<file path="src/rtl/miner_nonce_sched.sv">
// Nonce sweep scheduler for the SHA-256 second-block datapath: issues padded blocks, tracks in-flight nonces, picks the first winner.
// Latency: first block issues 1 cycle after job accept; result is reported 1 cycle after the last in-flight hash returns.
// Backpressure: issue stalls while the nonce FIFO is full (a same-cycle pop frees the slot); the result is held until res_ready.
module miner_nonce_sched #(
    parameter int DEPTH    = 16,
    parameter int LEN_BITS = 640
) (
    input  logic         clk,
    input  logic         reset,
    input  logic         job_valid,
    output logic         job_ready,
    input  logic [95:0]  job_tail,
    input  logic [31:0]  nonce_start,
    input  logic [31:0]  nonce_end,
    input  logic [255:0] target,
    input  logic         abort,
    output logic         sha_en,
    output logic [511:0] sha_M,
    input  logic         hash_valid,
    input  logic [255:0] hash_in,
    output logic         res_valid,
    input  logic         res_ready,
    output logic         res_found,
    output logic [31:0]  res_nonce,
    output logic         busy,
    output logic         ovf_err
);
    localparam int AW = (DEPTH > 1) ? $clog2(DEPTH) : 1;

    typedef enum logic [1:0] {S_IDLE, S_RUN, S_DRAIN, S_REPORT} state_t;

    state_t         state_q, state_d;
    logic [95:0]    tail_q, tail_d;
    logic [255:0]   target_q, target_d;
    logic [31:0]    cur_q, cur_d;
    logic [31:0]    end_q, end_d;
    logic           last_q, last_d;
    logic           win_vld_q, win_vld_d;
    logic [31:0]    win_nonce_q, win_nonce_d;
    logic           sha_en_q, sha_en_d;
    logic [511:0]   sha_m_q, sha_m_d;
    logic           res_found_q, res_found_d;
    logic [31:0]    res_nonce_q, res_nonce_d;
    logic           ovf_q, ovf_d;
    logic [AW-1:0]  wr_ptr_q, wr_ptr_d;
    logic [AW-1:0]  rd_ptr_q, rd_ptr_d;
    logic [AW:0]    cnt_q, cnt_d;
    logic [31:0]    fifo_mem [DEPTH];

    logic fifo_full;
    logic fifo_empty;
    logic pop;
    logic match;
    logic issue;

    assign fifo_full  = (cnt_q == (AW+1)'(DEPTH));
    assign fifo_empty = (cnt_q == '0);
    // Returned hashes retire the FIFO head; an empty FIFO means a stray result.
    assign pop   = hash_valid && !fifo_empty && (state_q != S_IDLE);
    // Only the first match in issue order is kept; later ones are dropped.
    assign match = pop && (state_q == S_RUN || state_q == S_DRAIN) && !win_vld_q
                   && (hash_in < target_q);
    // A full FIFO may still accept when the head retires this same cycle.
    assign issue = (state_q == S_RUN) && (!fifo_full || pop) && !last_q
                   && !win_vld_q && !match && !abort;

    assign job_ready = (state_q == S_IDLE);
    assign busy      = (state_q != S_IDLE);
    assign res_valid = (state_q == S_REPORT);
    assign res_found = res_found_q;
    assign res_nonce = res_nonce_q;
    assign sha_en    = sha_en_q;
    assign sha_M     = sha_m_q;
    assign ovf_err   = ovf_q;

    // Next-state logic: FSM transitions, issue datapath, FIFO pointers and winner tracking.
    always_comb begin
        state_d     = state_q;
        tail_d      = tail_q;
        target_d    = target_q;
        cur_d       = cur_q;
        end_d       = end_q;
        last_d      = last_q;
        win_vld_d   = win_vld_q;
        win_nonce_d = win_nonce_q;
        sha_en_d    = 1'b0;
        sha_m_d     = sha_m_q;
        res_found_d = res_found_q;
        res_nonce_d = res_nonce_q;
        ovf_d       = ovf_q;
        wr_ptr_d    = wr_ptr_q;
        rd_ptr_d    = rd_ptr_q;
        cnt_d       = cnt_q;

        if (issue) begin
            sha_en_d = 1'b1;
            sha_m_d  = {tail_q, cur_q, 8'h80, 312'd0, 64'(LEN_BITS)};
            wr_ptr_d = wr_ptr_q + 1'b1;
            cur_d    = cur_q + 32'd1;
            // Flag the final nonce so an all-ones end value never wraps around.
            last_d   = (cur_q == end_q);
        end
        if (pop) begin
            rd_ptr_d = rd_ptr_q + 1'b1;
        end
        if (issue && !pop) begin
            cnt_d = cnt_q + 1'b1;
        end else if (!issue && pop) begin
            cnt_d = cnt_q - 1'b1;
        end
        if (match) begin
            win_vld_d   = 1'b1;
            win_nonce_d = fifo_mem[rd_ptr_q];
        end
        if (hash_valid && fifo_empty) begin
            ovf_d = 1'b1;
        end

        case (state_q)
            S_IDLE: begin
                if (job_valid) begin
                    tail_d      = job_tail;
                    target_d    = target;
                    cur_d       = nonce_start;
                    end_d       = nonce_end;
                    last_d      = 1'b0;
                    win_vld_d   = 1'b0;
                    win_nonce_d = '0;
                    res_found_d = 1'b0;
                    res_nonce_d = '0;
                    state_d     = (nonce_start > nonce_end) ? S_REPORT : S_RUN;
                end
            end
            S_RUN: begin
                if (win_vld_d || abort || last_d) begin
                    state_d = S_DRAIN;
                end
            end
            S_DRAIN: begin
                if (cnt_d == '0) begin
                    state_d     = S_REPORT;
                    res_found_d = win_vld_d;
                    res_nonce_d = win_vld_d ? win_nonce_d : 32'd0;
                end
            end
            S_REPORT: begin
                if (res_ready) begin
                    state_d     = S_IDLE;
                    res_found_d = 1'b0;
                    res_nonce_d = '0;
                end
            end
            default: state_d = S_IDLE;
        endcase
    end

    // State and control registers with synchronous active-low reset.
    always_ff @(posedge clk) begin
        if (!reset) begin
            state_q     <= S_IDLE;
            tail_q      <= '0;
            target_q    <= '0;
            cur_q       <= '0;
            end_q       <= '0;
            last_q      <= 1'b0;
            win_vld_q   <= 1'b0;
            win_nonce_q <= '0;
            sha_en_q    <= 1'b0;
            sha_m_q     <= '0;
            res_found_q <= 1'b0;
            res_nonce_q <= '0;
            ovf_q       <= 1'b0;
            wr_ptr_q    <= '0;
            rd_ptr_q    <= '0;
            cnt_q       <= '0;
        end else begin
            state_q     <= state_d;
            tail_q      <= tail_d;
            target_q    <= target_d;
            cur_q       <= cur_d;
            end_q       <= end_d;
            last_q      <= last_d;
            win_vld_q   <= win_vld_d;
            win_nonce_q <= win_nonce_d;
            sha_en_q    <= sha_en_d;
            sha_m_q     <= sha_m_d;
            res_found_q <= res_found_d;
            res_nonce_q <= res_nonce_d;
            ovf_q       <= ovf_d;
            wr_ptr_q    <= wr_ptr_d;
            rd_ptr_q    <= rd_ptr_d;
            cnt_q       <= cnt_d;
        end
    end

    // In-flight nonce storage; contents need no reset since the pointers gate every read.
    always_ff @(posedge clk) begin
        if (issue) begin
            fifo_mem[wr_ptr_q] <= cur_q;
        end
    end
endmodule

</file>
<file path="config.mk">
export PLATFORM = sky130hd
export DESIGN_NAME = miner_nonce_sched
export DESIGN_NICKNAME = d
export VERILOG_FILES = /design/src/rtl/miner_nonce_sched.sv
export SDC_FILE = /design/constraint.sdc
export NUM_CORES = 2
export LEC_CHECK = 0
export BUFFER_PORTS_ARGS = -buffer_cell sky130_fd_sc_hd__buf_2
export CORE_AREA = 2 2 474 476
export DETAILED_ROUTE_END_ITERATION = 8
export DIE_AREA = 0 0 476 478
export GPL_TIMING_DRIVEN = 0
export SETUP_SLACK_MARGIN = 0.5
export SLEW_MARGIN = 0
export SYNTH_ARGS = -nofsm -noshare
export SYNTH_HDL_FRONTEND = slang
export SYNTH_SLANG_ARGS = --single-unit
</file>
<file path="constraint.sdc">
create_clock -name clk -period 9.8 [get_ports clk]
set_input_delay 0.98 -clock clk [delete_from_list [all_inputs] [get_ports clk]]
set_output_delay 0.98 -clock clk [all_outputs]
set_load 0.05 [all_outputs]
</file>
==> metrics.md <==
| Metric | Value |
|---|---|
| DR pass1 iterations | `6` |
| CTS max path bufs | `3` |
| Design Area, Final | `68110 um^2` |
| Pins Over Slew Limit | `0` |
| Antenna violations before repair | `140` |
| Clock Skews | `53.31 ps` |
| Final Hold Viols | `0` |
| H-tree Lvls | `4` |
| Placed Area | `approximately 63000 um^2` |
| Die height | `478 um` |
| CTS Hold Bufs | `0` |
| Die width | `roughly 480 um` |
| Via density | `4.502` |
| CTS tree | `yes` |
| Post-layout util | `30.52%` |
| Most frequent CP cell | `buf_6` |
| Die ar. | `227500 um^2` |
| Sequential element share of the synthesized area | `52.62%` |
| Worst setup path start | `target_q[121]` |
| CTS Root Cell | `clkbuf_16` |
| Total wire length | `about 240 mm` |
| Row count | `174` |
| Clk sinks | `around 1100` |
| Final cycle utilization of the critical path | `67.81%` |
| # DRC | `0` |
| First-pass GRT wire length | `325.7 mm` |
| Routed vias | `about 44000` |
| Mean Syn Cell Area | `10.41 um^2` |
| Worst-path clk slew | `about 60 ps` |
| Worst-margin pin slew | `1456 ps` |
| # Max-Cap Violations | `0` |
| Net switching fraction of the power | `35.20%` |
| Seq pwr share | `39.3%` |
| Setup_tns | `0 ps` |
| Post-CTS Resized | `0` |
| Synth area leader | `edfxtp_1` |
| Post-DP HPWL | `197.8 mm` |
| Remaining global-route overflow | `0` |
| Post-route ant nets | `0` |
| Reg2Reg Capture Point | `fifo_mem[0][19]` |
| I/O pin count | `between 1000 and 1500` |
| Port bufs | `roughly 850` |
| Crit-path slowest cell | `nor4_1` |
| 1st-iter DRT viols | `3312` |
| Synthesized netlist cell count | `5120` |
| Combinational power share | `25.6%` |
| Hold WC Path Type | `primary input to flop` |
| Fmax | `0.1505 GHz` |
| Slew margin rel. | `2.915%` |
| Num CTS Buffers | `135` |
| Critical Path, Cell by Cell | `inv_1, ha_1, nand4_1, nor2_1, nand2_1, nor4_1, a21o_1, o21ai_0, o21a_1, and2_1, buf_2, buf_2, nor2_2, buf_4, nand2_1, nor3_2, buf_6, buf_6, buf_6` |
| # setup viols final | `0` |
| Post-synth EDFFs | `512` |
| Unrepaired setup endpoints after global routing | `no` |
| Setup Fix Bufs, Post-CTS | `0` |
| Worst setup path endpoint | `fifo_mem[0][19]` |
| Max rail drop VDD | `~170 uV` |
| Startpoint types | `flop` |
| NumNets Final | `7489` |
| Async SR Flop Fraction | `0%` |
| Placed Cells incl. Taps | `9366` |
| Setup CP Type | `flop to flop` |
| Power Density | `222.3 nW/um^2` |
| Vias in the first global route | `~42000` |
| CP peak stage delay | `1010 ps` |
| WP data arrival | `7120 ps` |
| Minimum clock period | `6645 ps` |
| Reg2Reg Launch Point | `target_q[121]` |
| Fill count | `23140` |
| Clock power frac | `about a third` |
| Share of layout cells above drive strength 1 | `26.29%` |
| Clk Latency, worst-skew pair | `800 ps` |
| Initial core utilization | `23.89%` |
| Cells on worst reg2reg path | `19` |
| WL/cell | `24.87 um` |
| Yosys warning count | `0` |
| R2r setup slk | `roughly 3200 ps` |
| Layout Area Growth over Synthesis | `27.77%` |
| Critical Path RT | `10270 ps` |
| Pin count of the biggest net entering global routing | `24` |
| Core ar. | `223200 um^2` |
| Top cell type's share of synthesized area | `28.84%` |
| Crit end category | `flop` |
| Number of synthesized register bits | `~1100` |
| Hold WS | `417.0 ps` |
| Leakage | `26.60 nW` |
| Synth Flop Type | `dfxtp_1` |
| Sw Pwr | `5.329 mW` |
| Gpl congestion | `0.9744` |
| All-Layer GR Usage | `20.46%` |
| Non-filler cells, final | `9683` |
| Largest cells by area after synthesis | `edfxtp_1, dfxtp_1, nand2_1` |
| Critical path fanouts, max | `10` |
| Netlist Area Pre-Place | `53300 um^2` |
| P_int | `9.812 mW` |
| Status | `completed` |
| Post-synth cell types | `80` |
-- cells in the mapped netlist, types with 27 or more instances --
cell type	n
a211oi_1	29
a21o_1	28
a21oi_1	631
a311o_1	32
a31oi_1	36
buf_2	34
buf_4	384
clkbuf_1	221
dfxtp_1	633
edfxtp_1	512
ha_1	300
inv_1	308
mux2_2	32
mux4_2	160
nand2_1	1118
nand3_1	105
nand4_1	75
nor2_1	80
nor2b_1	47
nor3_1	27
nor4_1	45
o21ai_0	56
xnor2_1	43
xor2_1	27
-- kinds of logic after synthesis --
family | after synthesis | share of synthesized area, %
xor gates and xnor gates | 72 | 1.211
adders and majority gates | 301 | 7.063
buffers and inverters | 963 | 9.568
and+or+nand+nor | 1559 | 12.53
muxes | 194 | 7.497
DFF | 1145 | 52.62
other | 1 | 0.007035
AOI/OAI and AO/OA | 885 | 9.504
-- flip-flops by register name, indices dropped and copies added (netlist names), 4 cells and up, named ones only --
register	count
wr_ptr_q	4
target_q	256
rd_ptr_q	4
cur_q	32
end_q	32
cnt_q	5
tail_q	96
fifo_mem	512
res_nonce	32
sha_M	129
win_nonce_q	32
-- cell type report --
cell class              instances  area (um^2)  area share [%]
clock inverters                74         1008           1.481
flip-flops and latches       1145        28050           41.18
clock buffers                 170         3652           5.362
inverters                     309         1160           1.703
multi-input cells            3392        21710           31.87
well taps                    2992         3744           5.497
plain buffers                 654         3944           5.790
repair buffers                874         4664           6.849
diodes                         73        182.7          0.2682
-- worst min-delay path by stage --
stage,startpoint,end,slack [ps],cells past startpoint
finish,target[99],target_q[99],420,3
global route,job_tail[29],tail_q[29],370,3
CTS,target[99],target_q[99],340,3
detailed placement,sha_M[465],sha_M[465],440,2
global placement,sha_M[434],sha_M[434],440,2
floorplan,target_q[100],target_q[100],440,2
-- critical path: cells and delay by family, from the launching register on --
family,cells,cell delay [ps]
AND/OR/NAND/NOR,8,3350
AO/OA/AOI/OAI,3,680
adder cells (fa/ha/maj),1,310
buffers and inverters,7,1460
flip-flops,1,460
-- per-layer routing --
| metal | global-route usage, % | part of all wire [%] |
|---|---|---|
| met1 | 25.25 | 40 |
| met2 | 32.89 | 46 |
| met3 | 6.849 | 9.2 |
| met5 | 0 | 0.24 |
| met4 | 7.708 | 4.2 |
-- cells in the final DEF, fill, tap and decap left out, drive strengths merged, types with 5 or more instances in the layout --
master,count
a311oi,6
xor2,28
edfxtp,512
a211oi,30
nor4,49
a21oi,631
a31oi,36
clkinv,39
nand2b,16
o211ai,5
nand4,76
a2111oi,5
bufinv,15
nor2,82
ha,300
nand2,1118
a311o,32
dfxtp,633
and3,13
o31ai,6
xnor2,44
a221oi,6
nand3,105
diode,73
nor2b,47
a21o,28
buf,1306
mux2,32
conb,381
inv,319
mux4,160
clkinvlp,10
o21a,8
o21ai,58
nor3,27
and2,12
clkbuf,392
-- power by group through the flow --
| stage | logic (mW) | clock network [mW] | registers, mW |
|---|---|---|---|
| 2_1_floorplan | 2.47 | 0 | 5.94 |
| 3_3_place_gp | 3.79 | 0 | 6.03 |
| 3_5_place_dp | 3.86 | 0 | 6.05 |
| 4_1_cts | 3.87 | 5.42 | 5.95 |
| 5_1_grt | 4.20 | 5.59 | 6.01 |
| 6_report | 3.87 | 5.31 | 5.96 |
-- stage by stage --
| stage | power, mW | setup WS [ps] |
|---|---|---|
| 2_1_floorplan | 8.402 | 3445 |
| 3_3_place_gp | 9.816 | -1346 |
| 3_5_place_dp | 9.908 | 2263 |
| 4_1_cts | 15.24 | 3003 |
| 5_1_grt | 15.79 | 2774 |
| 6_report | 15.14 | 3155 |
Note: power is estimated with default switching activity, not from simulation.
